==> config.mk <==
export PLATFORM = sky130hd
export DESIGN_NAME = level_sequencer
export DESIGN_NICKNAME = d
export VERILOG_FILES = /design/src/rtl/level_sequencer.sv
export SDC_FILE = /design/constraint.sdc
export NUM_CORES = 1
export LEC_CHECK = 0
export CAP_MARGIN = 30
export CORE_MARGIN = 5
export CORE_UTILIZATION = 57
export CTS_CLUSTER_SIZE = 8
export DETAILED_ROUTE_END_ITERATION = 12
export HOLD_SLACK_MARGIN = 0.12
export PLACE_DENSITY_LB_ADDON = 0.08
export SYNTH_ARGS = -nofsm -noshare
export SYNTH_HDL_FRONTEND = slang
export SYNTH_SLANG_ARGS = --single-unit
export TNS_END_PERCENT = 30
==> constraint.sdc <==
create_clock -name clk -period 5.9 [get_ports clk]
set_input_delay 1.18 -clock clk [delete_from_list [all_inputs] [get_ports clk]]
set_output_delay 1.18 -clock clk [all_outputs]
set_load 0.02 [all_outputs]
==> src/rtl/level_sequencer.sv <==
// Game-flow sequencer: loads levels, arms/releases birds, counts pig hits and
// birds used, and decides level clear, advance, game over and game won.
module level_sequencer #(
    parameter int NUM_LEVELS      = 3,
    parameter int BIRDS_PER_LEVEL = 3,
    parameter int SETTLE_FRAMES   = 30,
    parameter int CLEAR_FRAMES    = 60
) (
    input  logic       clk,
    input  logic       resetN,
    input  logic       startOfFrame,
    input  logic       start_key,
    input  logic       launch_key,
    input  logic       pig_hit,
    input  logic       bird_done,
    input  logic [3:0] level_pig_count,
    output logic [3:0] current_level,
    output logic [3:0] birds_left,
    output logic [3:0] pigs_left,
    output logic       load_level,
    output logic       bird_armed,
    output logic       bird_release,
    output logic       level_done,
    output logic       game_over,
    output logic       game_won
);

    localparam int MAX_FRAMES = (SETTLE_FRAMES > CLEAR_FRAMES) ? SETTLE_FRAMES : CLEAR_FRAMES;
    localparam int CNT_W      = $clog2(MAX_FRAMES + 1);

    typedef enum logic [2:0] {
        IDLE   = 3'd0,
        LOAD   = 3'd1,
        AIM    = 3'd2,
        FLIGHT = 3'd3,
        SETTLE = 3'd4,
        CLEAR  = 3'd5,
        OVER   = 3'd6,
        WON    = 3'd7
    } state_t;

    state_t           state_r;
    state_t           state_next_s;
    logic             start_d_r;
    logic             launch_d_r;
    logic [CNT_W-1:0] frame_cnt_r;

    logic             start_rise_s;
    logic             launch_rise_s;
    logic             pig_count_s;
    logic [3:0]       pigs_after_s;
    logic             settle_end_s;
    logic             clear_end_s;

    logic [3:0]       level_s;
    logic [3:0]       birds_s;
    logic [3:0]       pigs_s;
    logic             release_s;

    assign start_rise_s  = start_key & ~start_d_r;
    assign launch_rise_s = launch_key & ~launch_d_r;
    assign pig_count_s   = pig_hit & ((state_r == FLIGHT) | (state_r == SETTLE));
    // A hit landing on the judging frame still counts toward the verdict.
    assign pigs_after_s  = (pig_count_s && (pigs_left != 4'd0)) ? (pigs_left - 4'd1) : pigs_left;
    assign settle_end_s  = (state_r == SETTLE) & startOfFrame & (frame_cnt_r == CNT_W'(SETTLE_FRAMES - 1));
    assign clear_end_s   = (state_r == CLEAR) & startOfFrame & (frame_cnt_r == CNT_W'(CLEAR_FRAMES - 1));

    // State register, key edge history and frame counter.
    always_ff @(posedge clk or negedge resetN) begin
        if (!resetN) begin
            state_r     <= IDLE;
            start_d_r   <= 1'b0;
            launch_d_r  <= 1'b0;
            frame_cnt_r <= '0;
        end else begin
            state_r    <= state_next_s;
            start_d_r  <= start_key;
            launch_d_r <= launch_key;
            if (state_next_s != state_r) begin
                frame_cnt_r <= '0;
            end else if (startOfFrame && ((state_r == SETTLE) || (state_r == CLEAR))) begin
                frame_cnt_r <= frame_cnt_r + CNT_W'(1);
            end else begin
                frame_cnt_r <= frame_cnt_r;
            end
        end
    end

    // Next-state decision.
    always_comb begin
        state_next_s = state_r;
        case (state_r)
            IDLE:    state_next_s = start_rise_s ? LOAD : IDLE;
            LOAD:    state_next_s = AIM;
            AIM: begin
                if (start_rise_s)       state_next_s = LOAD;
                else if (launch_rise_s) state_next_s = FLIGHT;
                else                    state_next_s = AIM;
            end
            FLIGHT: begin
                if (start_rise_s)   state_next_s = LOAD;
                else if (bird_done) state_next_s = SETTLE;
                else                state_next_s = FLIGHT;
            end
            SETTLE: begin
                if (start_rise_s) begin
                    state_next_s = LOAD;
                end else if (settle_end_s) begin
                    if (pigs_after_s == 4'd0)     state_next_s = CLEAR;
                    else if (birds_left != 4'd0)  state_next_s = AIM;
                    else                          state_next_s = OVER;
                end else begin
                    state_next_s = SETTLE;
                end
            end
            CLEAR: begin
                if (!clear_end_s)                               state_next_s = CLEAR;
                else if (current_level == 4'(NUM_LEVELS - 1))  state_next_s = WON;
                else                                            state_next_s = LOAD;
            end
            OVER:    state_next_s = start_rise_s ? LOAD : OVER;
            WON:     state_next_s = start_rise_s ? LOAD : WON;
            default: state_next_s = IDLE;
        endcase
    end

    // Next values of the registered outputs.
    always_comb begin
        level_s   = current_level;
        birds_s   = birds_left;
        pigs_s    = pigs_left;
        release_s = (state_r == AIM) && (state_next_s == FLIGHT);
        if (state_next_s == LOAD) begin
            if (state_r == CLEAR)
                level_s = current_level + 4'd1;
            else if ((state_r == IDLE) || (state_r == OVER) || (state_r == WON))
                level_s = 4'd0;
            else
                level_s = current_level;
        end else begin
            level_s = current_level;
        end
        if (state_r == LOAD) begin
            birds_s = 4'(BIRDS_PER_LEVEL);
            pigs_s  = (level_pig_count == 4'd0) ? 4'd1 : level_pig_count;
        end else if (release_s) begin
            birds_s = birds_left - 4'd1;
            pigs_s  = pigs_left;
        end else begin
            birds_s = birds_left;
            pigs_s  = pigs_after_s;
        end
    end

    // Output registers; flags decode the state being entered.
    always_ff @(posedge clk or negedge resetN) begin
        if (!resetN) begin
            current_level <= 4'd0;
            birds_left    <= 4'd0;
            pigs_left     <= 4'd0;
            load_level    <= 1'b0;
            bird_armed    <= 1'b0;
            bird_release  <= 1'b0;
            level_done    <= 1'b0;
            game_over     <= 1'b0;
            game_won      <= 1'b0;
        end else begin
            current_level <= level_s;
            birds_left    <= birds_s;
            pigs_left     <= pigs_s;
            load_level    <= (state_next_s == LOAD);
            bird_armed    <= (state_next_s == AIM);
            bird_release  <= release_s;
            level_done    <= (state_next_s == CLEAR);
            game_over     <= (state_next_s == OVER);
            game_won      <= (state_next_s == WON);
        end
    end

endmodule
After elaboration in Yosys (flattened, before gate mapping) --
Cells that the tools add are included.
Operators by class: add/sub/neg operators 4, eq/ne operators 18, bitwise logic cells 10, reduce and logical (&&, ||, !) cells 15, mux-type cells 24
Operators with widths (number):
- 2-to-1 mux 4 bit | 8
- 2-to-1 mux 3 bit | 10
- one-hot mux 3 bit (8 select lines) | 1
- == test 3 bit, second input constant | 7
- == test 3 x 2 -> 1 bit, second input constant | 4
- 2-to-1 mux 6 bit | 2
- logical NOT 4 bit | 2
- nonzero test 4 bit | 2
- subtractor 4 x 1 -> 4 bit, second input constant | 2
- AND 1 bit | 7
- adder 6 x 1 -> 6 bit, second input constant | 1
- == test 3 x 1 -> 1 bit, second input constant | 2
- == test 6 x 5 -> 1 bit, second input constant | 1
- == test 6 bit, second input constant | 1
- nonzero test 2 bit | 3
- adder 4 x 1 -> 4 bit, second input constant | 1
- == test 4 x 2 -> 1 bit, second input constant | 1
- logical AND 1 bit | 3
- logical NOT 3 bit | 1
- logical OR 1 bit | 3
- != test 3 bit | 1
- 2-to-1 mux 1 bit | 2
- 2-to-1 mux 2 bit | 1
- != test 2 x 1 -> 1 bit, second input constant | 1
- other kinds (3) | 4
Word-level totals: input port bits 11, word-level logic and storage cells 84, output and inout bits 18, bits in registers 29

Logic depth before layout (Yosys ltp) --
Gate-level depths: netlist of the first run.
word-level depth 14, gate-level depth with buffers 9

Worst setup path before layout of the first run --
No wires, ideal clock.
kind input to register, start point in start_key, end point reg current_level[3], stages on the path 7, buffers on the path 1, data required time 5.805 ns, arrival 2.570 ns, path slack 3.235 ns, path through nand2b_4 > buf_6 > a21oi_1 > o211ai_1 > or4_4 > or2_1 > o31ai_1
Between the ends: longest elaborated chain between the ends 5, elaborated cells on any way between the ends 10, classes of those cells 1 x eq/ne; 7 x mux; 1 x bitwise; 1 x reduce/logical
RTL lines:
- from (decl) | RTL line 12 | input logic start_key,
- AND 1 bit (*) | RTL line 60 | assign start_rise_s = start_key & ~start_d_r;
- 2-to-1 mux 3 bit, or another cell as far along | RTL line 121 | OVER: state_next_s = start_rise_s ? LOAD : OVER;
- one-hot mux 3 bit (8 select lines) (*) | RTL line 92 | case (state_r)
- == test 3 x 1 -> 1 bit (*) | RTL line 133 | if (state_next_s == LOAD) begin
- AND reduction 2 bit (no source line) (*)
- to (signal assigned) | RTL line 168 | current_level <= level_s;
- to (decl) | RTL line 17 | output logic [3:0] current_level,
Every way passes the cells marked *; elsewhere a longest branch is shown, timed or not. A chain may end at the register's enable or synchronous reset.

Worst setup path after layout of the first run --
Same ends and word-level chain as after synthesis.

==> results of run 1 <==
## final cells by class
type	instances	area (um^2)
Sequential cell	29	726
Multi-Input combinational cell	134	897
Fill cell	208	761
Clock inverter	1	5.00
Tap cell	31	38.8
Clock buffer	7	65.1
Timing Repair Buffer	29	288
Inverter	13	48.8
## metrics by stage
stage | total power [mW] | worst slack (ns) | std cells | hold WS, ns | cell area (um^2)
after floorplan | 0.594 | 3.23 | 181 | 0.537 | 1710
after global placement | 0.704 | 2.66 | 236 | 0.492 | 2000
after detailed placement | 0.715 | 2.59 | 236 | 0.497 | 2000
after CTS | 0.853 | 2.96 | 244 | 0.514 | 2070
after global routing | 0.921 | 2.83 | 244 | 0.545 | 2070
final | 0.846 | 2.94 | 244 | 0.514 | 2070
## logic make-up (layout without fill, tap and decap cells)
family                   after synthesis  count (layout)  synth area share [%]
AO/OA/AOI/OAI                         36              36                  14.7
XOR/XNOR                              12              12                  6.14
adder cells (fa/ha/maj)                6               6                  4.38
buffers and inverters                 18              50                  5.26
flip-flops                            29              29                  42.4
multiplexers                           2               2                  1.46
AND/OR/NAND/NOR                       78              78                  25.7
## sequential cells by signal (all words and copies together), names as in the netlist
name / cells
frame_cnt_r: 6
birds_left: 4
current_level: 4
pigs_left: 4
state_r: 3
bird_armed: 1
bird_release: 1
game_over: 1
game_won: 1
launch_d_r: 1
level_done: 1
load_level: 1
start_d_r: 1
## layer usage
metal | GRT usage [%] | vias to the layer above | wire length, um
li1 | - | 707 | -
met1 | 24.0 | 675 | 1600
met2 | 32.3 | 28 | 1780
met3 | 5.18 | 8 | 122
met4 | 8.44 | 0 | 70
met5 | 0 | - | 0
## worst max-delay path by stage
| stage | end | slack [ns] |
|---|---|---|
| 6_report | current_level[3] | 2.94 |
| 5_1_grt | current_level[3] | 2.83 |
| 4_1_cts | current_level[3] | 2.96 |
| 3_5_place_dp | current_level[3] | 2.59 |
| 3_3_place_gp | current_level[3] | 2.66 |
| 2_1_floorplan | current_level[3] | 3.23 |
## cell usage after synthesis, types with 2 or more instances
master	number	share of area, %
a21oi_1	9	2.6
a31oi_1	2	0.73
and2_1	2	0.73
and3_1	2	0.73
buf_6	2	1.3
dfrtp_1	29	42
ha_1	6	4.4
inv_1	12	2.6
nand2_1	15	3.3
nand2b_1	4	1.5
nand3_1	5	1.5
nand4_1	2	0.73
nand4b_1	2	1.0
nor2_1	16	3.5
nor2b_1	4	1.5
nor3_1	10	2.9
o21ai_0	9	2.6
o22ai_1	2	0.73
o31ai_1	3	1.3
or4_4	2	1.3
xnor2_1	8	4.1
xor2_1	4	2.0
## cells in the final DEF, fill, tap and decap left out, types with 6 or more instances in the layout
master	synthesis	final
dfrtp_1	29	29
nor2_1	16	16
nor3_1	10	10
clkdlybuf4s50_1	0	28
ha_1	6	6
o21ai_0	9	9
xnor2_1	8	8
nand2_1	15	15
a21oi_1	9	9
inv_1	12	12
## power groups by stage
stage,logic [mW],registers [mW],clock network (mW)
after floorplan,0.277,0.317,0
final,0.398,0.311,0.137
after global routing,0.444,0.323,0.153
after CTS,0.401,0.311,0.141
after global placement,0.392,0.312,0
after detailed placement,0.400,0.315,0
==> flow_metrics.tcl, run 1 <==
set metrics [dict create \
    path_delay_family "simple AND/OR/NAND/NOR gates" \
    die-width_um 64.8 \
    power_switching_mw 0.361 \
    wl_um 3570 \
    hold_buffers 0 \
    setup_viol 0 \
    max_cap_violations 0 \
    grtUsageTotal_pct 19.5 \
    combPwrFrac_pct 47.0 \
    cts_tree "yes" \
    clockPowerShare_pct 16.2 \
    power.internal_mw 0.485 \
    fin_tns_setup_ns 0 \
    crit_type "input pin to register" \
    ys_warn_count 0 \
    powerDensity_nw_per_um2 409 \
    vias_per_cell 5.81 \
    ys_ff_latch 29 \
    critPathMaxFanout 11 \
    holdPathEnd "current_level[3]" \
    r2r-end "frame_cnt_r[0]" \
    cp.arrival_ns 3.19 \
    syn_nets 198 \
    r2r_start "state_r[2]" \
    clk_pin_slew_ns 0.09 \
    worstPathBufferInverterCount 1 \
    period_share_pct 50.1 \
    clkSinkCount 29 \
    cts_made_buffers 5 \
    clock_path_buffers 2 \
    root_buffer "clkbuf_4" \
    max_stage_delay_ns 0.55 \
    final_util_pct 73.1 \
    yosysUniqueCellTypes 53 \
    crit_path_start "start_key" \
    cts_setup_buffers 0 \
    wl_per_cell_um 14.6 \
    clock_skew_ns 0.00389 \
    clkLatencyLatePin_ns 0.32 \
    grt_pass1_wl_um 6360 \
    syn_to_final_growth_pct 20.7 \
    startpoint_type "input pin" \
    worstPathRequired_ns 6.13 \
    first_iter_violations 58 \
    grt_pass1_vias 1443 \
    worst_slew_pin_slew_ns 0.742 \
    synthCells 181 \
    p_sw_share_pct 42.7 \
    io_pins 29 \
    num_antenna_cells 0 \
    detailedPlacementHpwl_um 2710 \
    initial_core_util_pct 60.5 \
    antenna_found_initial 0 \
    overflow 0 \
    drive_gt1_share_pct 9.39 \
    grt_max_degree 30 \
    async_reset_ff_share_pct 100 \
    whs_path_depth 1 \
    final_hold_viol_count 0 \
    synth_edf_count 0 \
    pwr-share-seq_pct 36.8 \
    crit_path_cell_trace "clkdlybuf4s50_1 -> nand2b_4 -> a21oi_1 -> o211ai_1 -> or4_4 -> or2_1 -> o31ai_1" \
    layout_min_cycle_time_ns 2.96 \
    vias 1418 \
    core_area_um2 2830 \
    status "finished clean" \
    cts_max_level 2 \
    fin_nets 229 \
    hold_class "register to register" \
    io_buffers 28 \
    synthFlopType "dfrtp_1" \
    ant_nets 0 \
    die_area_um2 4200 \
    reg2reg_slack_ns 3.28 \
    gp_congestion 0.882 \
    reg2regPathDepth 6 \
    dr.pass1.iters 4 \
    slew_viol_final 0 \
    slew_headroom_pct 50.1 \
    rsz0062_at_grt "false" \
    die_h_um 64.8 \
    worstHoldStart "current_level[3]" \
    syn-mean-instance-area_um2 9.46 \
    row_count 19 \
    peakVddDrop_uv 201 \
    cp_slowest_cell "or4_4" \
    leakage_nw 0.868 \
    drcViolationCount 0 \
    cp-end-kind "register" \
    synth_seq_area_share_pct 42.4 \
    cp.depth 7 \
    timing.fmax_ghz 0.338 \
    post_cts_resized 0 \
    syn-cell-area_um2 1710 \
]
(Power assumes the default switching activity.)
==> run 2: changes to the inputs <==
Settings changed: CORE_UTILIZATION 57 to 47.
Clock period 5.9 ns to 2.63 ns, I/O delays scaled along.
==> run 2 against run 1 <==
Wire length increased by 1.1%. Flip-flop and latch count unchanged. Die area increased by 18%. First-iteration DRC count increased by 29%. Combinational power increased to 2.5 times the previous value.
==> flow_metrics.tcl, run 2 (synthesized netlist as in run 1, its figures left out) <==
set metrics [dict create \
    grtUsageTotal_pct 15.8 \
    die_h_um 70.4 \
    r2r-end "frame_cnt_r[1]" \
    max_cap_violations 0 \
    vias 1418 \
    rsz0062_at_grt "false" \
    overflow 0 \
    crit_type "register to register" \
    slew_viol_final 0 \
    first_iter_violations 75 \
    status "finished clean" \
    fillerInstances 331 \
    io_pins 29 \
    gp_congestion 0.828 \
    io_buffers 28 \
    die-width_um 70.4 \
    seq_area_um2 726 \
    cp.arrival_ns 2.50 \
    reg2regPathDepth 8 \
    setup_viol 0 \
    hold_buffers 0 \
    pwr-share-seq_pct 31.7 \
    final_cell_mix "29 x dfrtp_1, 28 x clkdlybuf4s50_1, 16 x nor2_1, 15 x nand2_1, 12 x inv_1" \
    worstPathRequired_ns 2.75 \
    drive_gt1_share_pct 11.8 \
    cts_max_level 2 \
    reg2reg_slack_ns 0.25 \
    p_sw_share_pct 40.9 \
    initial_core_util_pct 47.5 \
    clk_pin_slew_ns 0.06 \
    clkLatencyLatePin_ns 0.28 \
    combPwrFrac_pct 50.4 \
    cts_tree "yes" \
    largest_register_ffs 6 \
    root_buffer "clkbuf_8" \
    grt_max_degree 30 \
    clockPowerShare_pct 18.0 \
    critPathMaxFanout 7 \
    clock_path_buffers 2 \
    peakVddDrop_uv 340 \
    hold_class "register to register" \
    power.internal_mw 1.19 \
    post_cts_resized 0 \
    power_switching_mw 0.824 \
    startpoint_type "register" \
    grt_pass1_vias 1348 \
    wl_um 3610 \
    die_area_um2 4950 \
    core_area_um2 3610 \
    detailedPlacementHpwl_um 2760 \
    top_register "frame_cnt_r" \
    r2r_start "pigs_left[0]" \
    grt_pass1_wl_um 6210 \
    syn_to_final_growth_pct 26.4 \
    powerDensity_nw_per_um2 930 \
    final_common_cell "dfrtp_1" \
    slew_headroom_pct 50.7 \
    whs_path_depth 1 \
    fin_tns_setup_ns 0 \
    dr.pass1.iters 4 \
    dp_slack_ns 0.0486 \
    clock_skew_ns 0.00757 \
    leakage_nw 0.911 \
    antenna_found_initial 0 \
    cts_made_buffers 5 \
    fin_nets 237 \
    vias_per_cell 5.29 \
    timing.fmax_ghz 0.420 \
    multi_input_area_um2 897 \
    layout_min_cycle_time_ns 2.38 \
    final_hold_viol_count 0 \
    final_util_pct 60.1 \
    worst_slew_pin_slew_ns 0.735 \
    drcViolationCount 0 \
    wl_per_cell_um 13.5 \
    fin_ws_ns 0.249 \
    clkSinkCount 29 \
    ant_nets 0 \
    num_antenna_cells 0 \
    cp-end-kind "register" \
    period_share_pct 90.5 \
    worstHoldStart "current_level[3]" \
    holdPathEnd "current_level[3]" \
    cts_setup_buffers 0 \
    row_count 22 \
]
## run 2: changes by cell type in the layout (fill, tap and decap cells not counted)
cell and delta:
clkinv_2 -1, clkbuf_4 -5, clkbuf_8 +4, clkbuf_1 +1, buf_4 +8
## run 2: worst max path at each step
| stage | startpoint | end | slack [ns] | cells after the start |
|---|---|---|---|---|
| 6_report | pigs_left[0] | frame_cnt_r[1] | 0.25 | 8 |
| 3_5_place_dp | start_key | current_level[3] | 0.05 | 7 |
| 2_1_floorplan | current_level[0] | birds_left[3] | 0.42 | 8 |
| 5_1_grt | pigs_left[0] | frame_cnt_r[1] | 0.02 | 8 |
| 3_3_place_gp | start_key | current_level[3] | 0.08 | 7 |
| 4_1_cts | pigs_left[0] | frame_cnt_r[1] | 0.22 | 8 |
## run 2: stage by stage
stage / instances / power, mW / hold slack, ns / cell area, um^2
after global routing: 268 / 2.18 / 0.580 / 2170
after detailed placement: 261 / 1.66 / 0.500 / 2080
final: 268 / 2.01 / 0.512 / 2170
after CTS: 268 / 2.04 / 0.512 / 2170
after global placement: 261 / 1.65 / 0.491 / 2080
after floorplan: 181 / 1.33 / 0.230 / 1710
## run 2: area by class of cell
class / instances / area share, %
Sequential cell: 29 / 33.5
Tap cell: 48 / 2.77
Timing Repair Buffer: 37 / 16.1
Inverter: 13 / 2.25
Multi-Input combinational cell: 134 / 41.4
Clock buffer: 7 / 3.99
## run 2: per-layer routing
metal  up-vias  part of all wire [%]  global-route usage [%]
li1        722                     -                       -
met1       664                    45                    19.3
met2        28                    50                    25.4
met3         4                   4.5                    5.76
met4         0                   1.1                    5.53
met5         -                     0                       0
## run 2: power groups by stage
stage	registers (mW)	clock network (mW)	logic, mW
after global placement	0.639	0	1.01
after global routing	0.652	0.398	1.13
final	0.638	0.362	1.01
after detailed placement	0.645	0	1.02
after CTS	0.638	0.374	1.02
after floorplan	0.710	0	0.622
## run 2: worst max-delay path, cell delays in order, from the launching register on
cell      delay [ns]
dfrtp_1         0.42
inv_1           0.11
ha_1            0.23
nand2b_1        0.11
o221ai_4        0.29
mux2_4          0.24
a31oi_1         0.09
a211oi_1        0.60
nor3_1          0.14
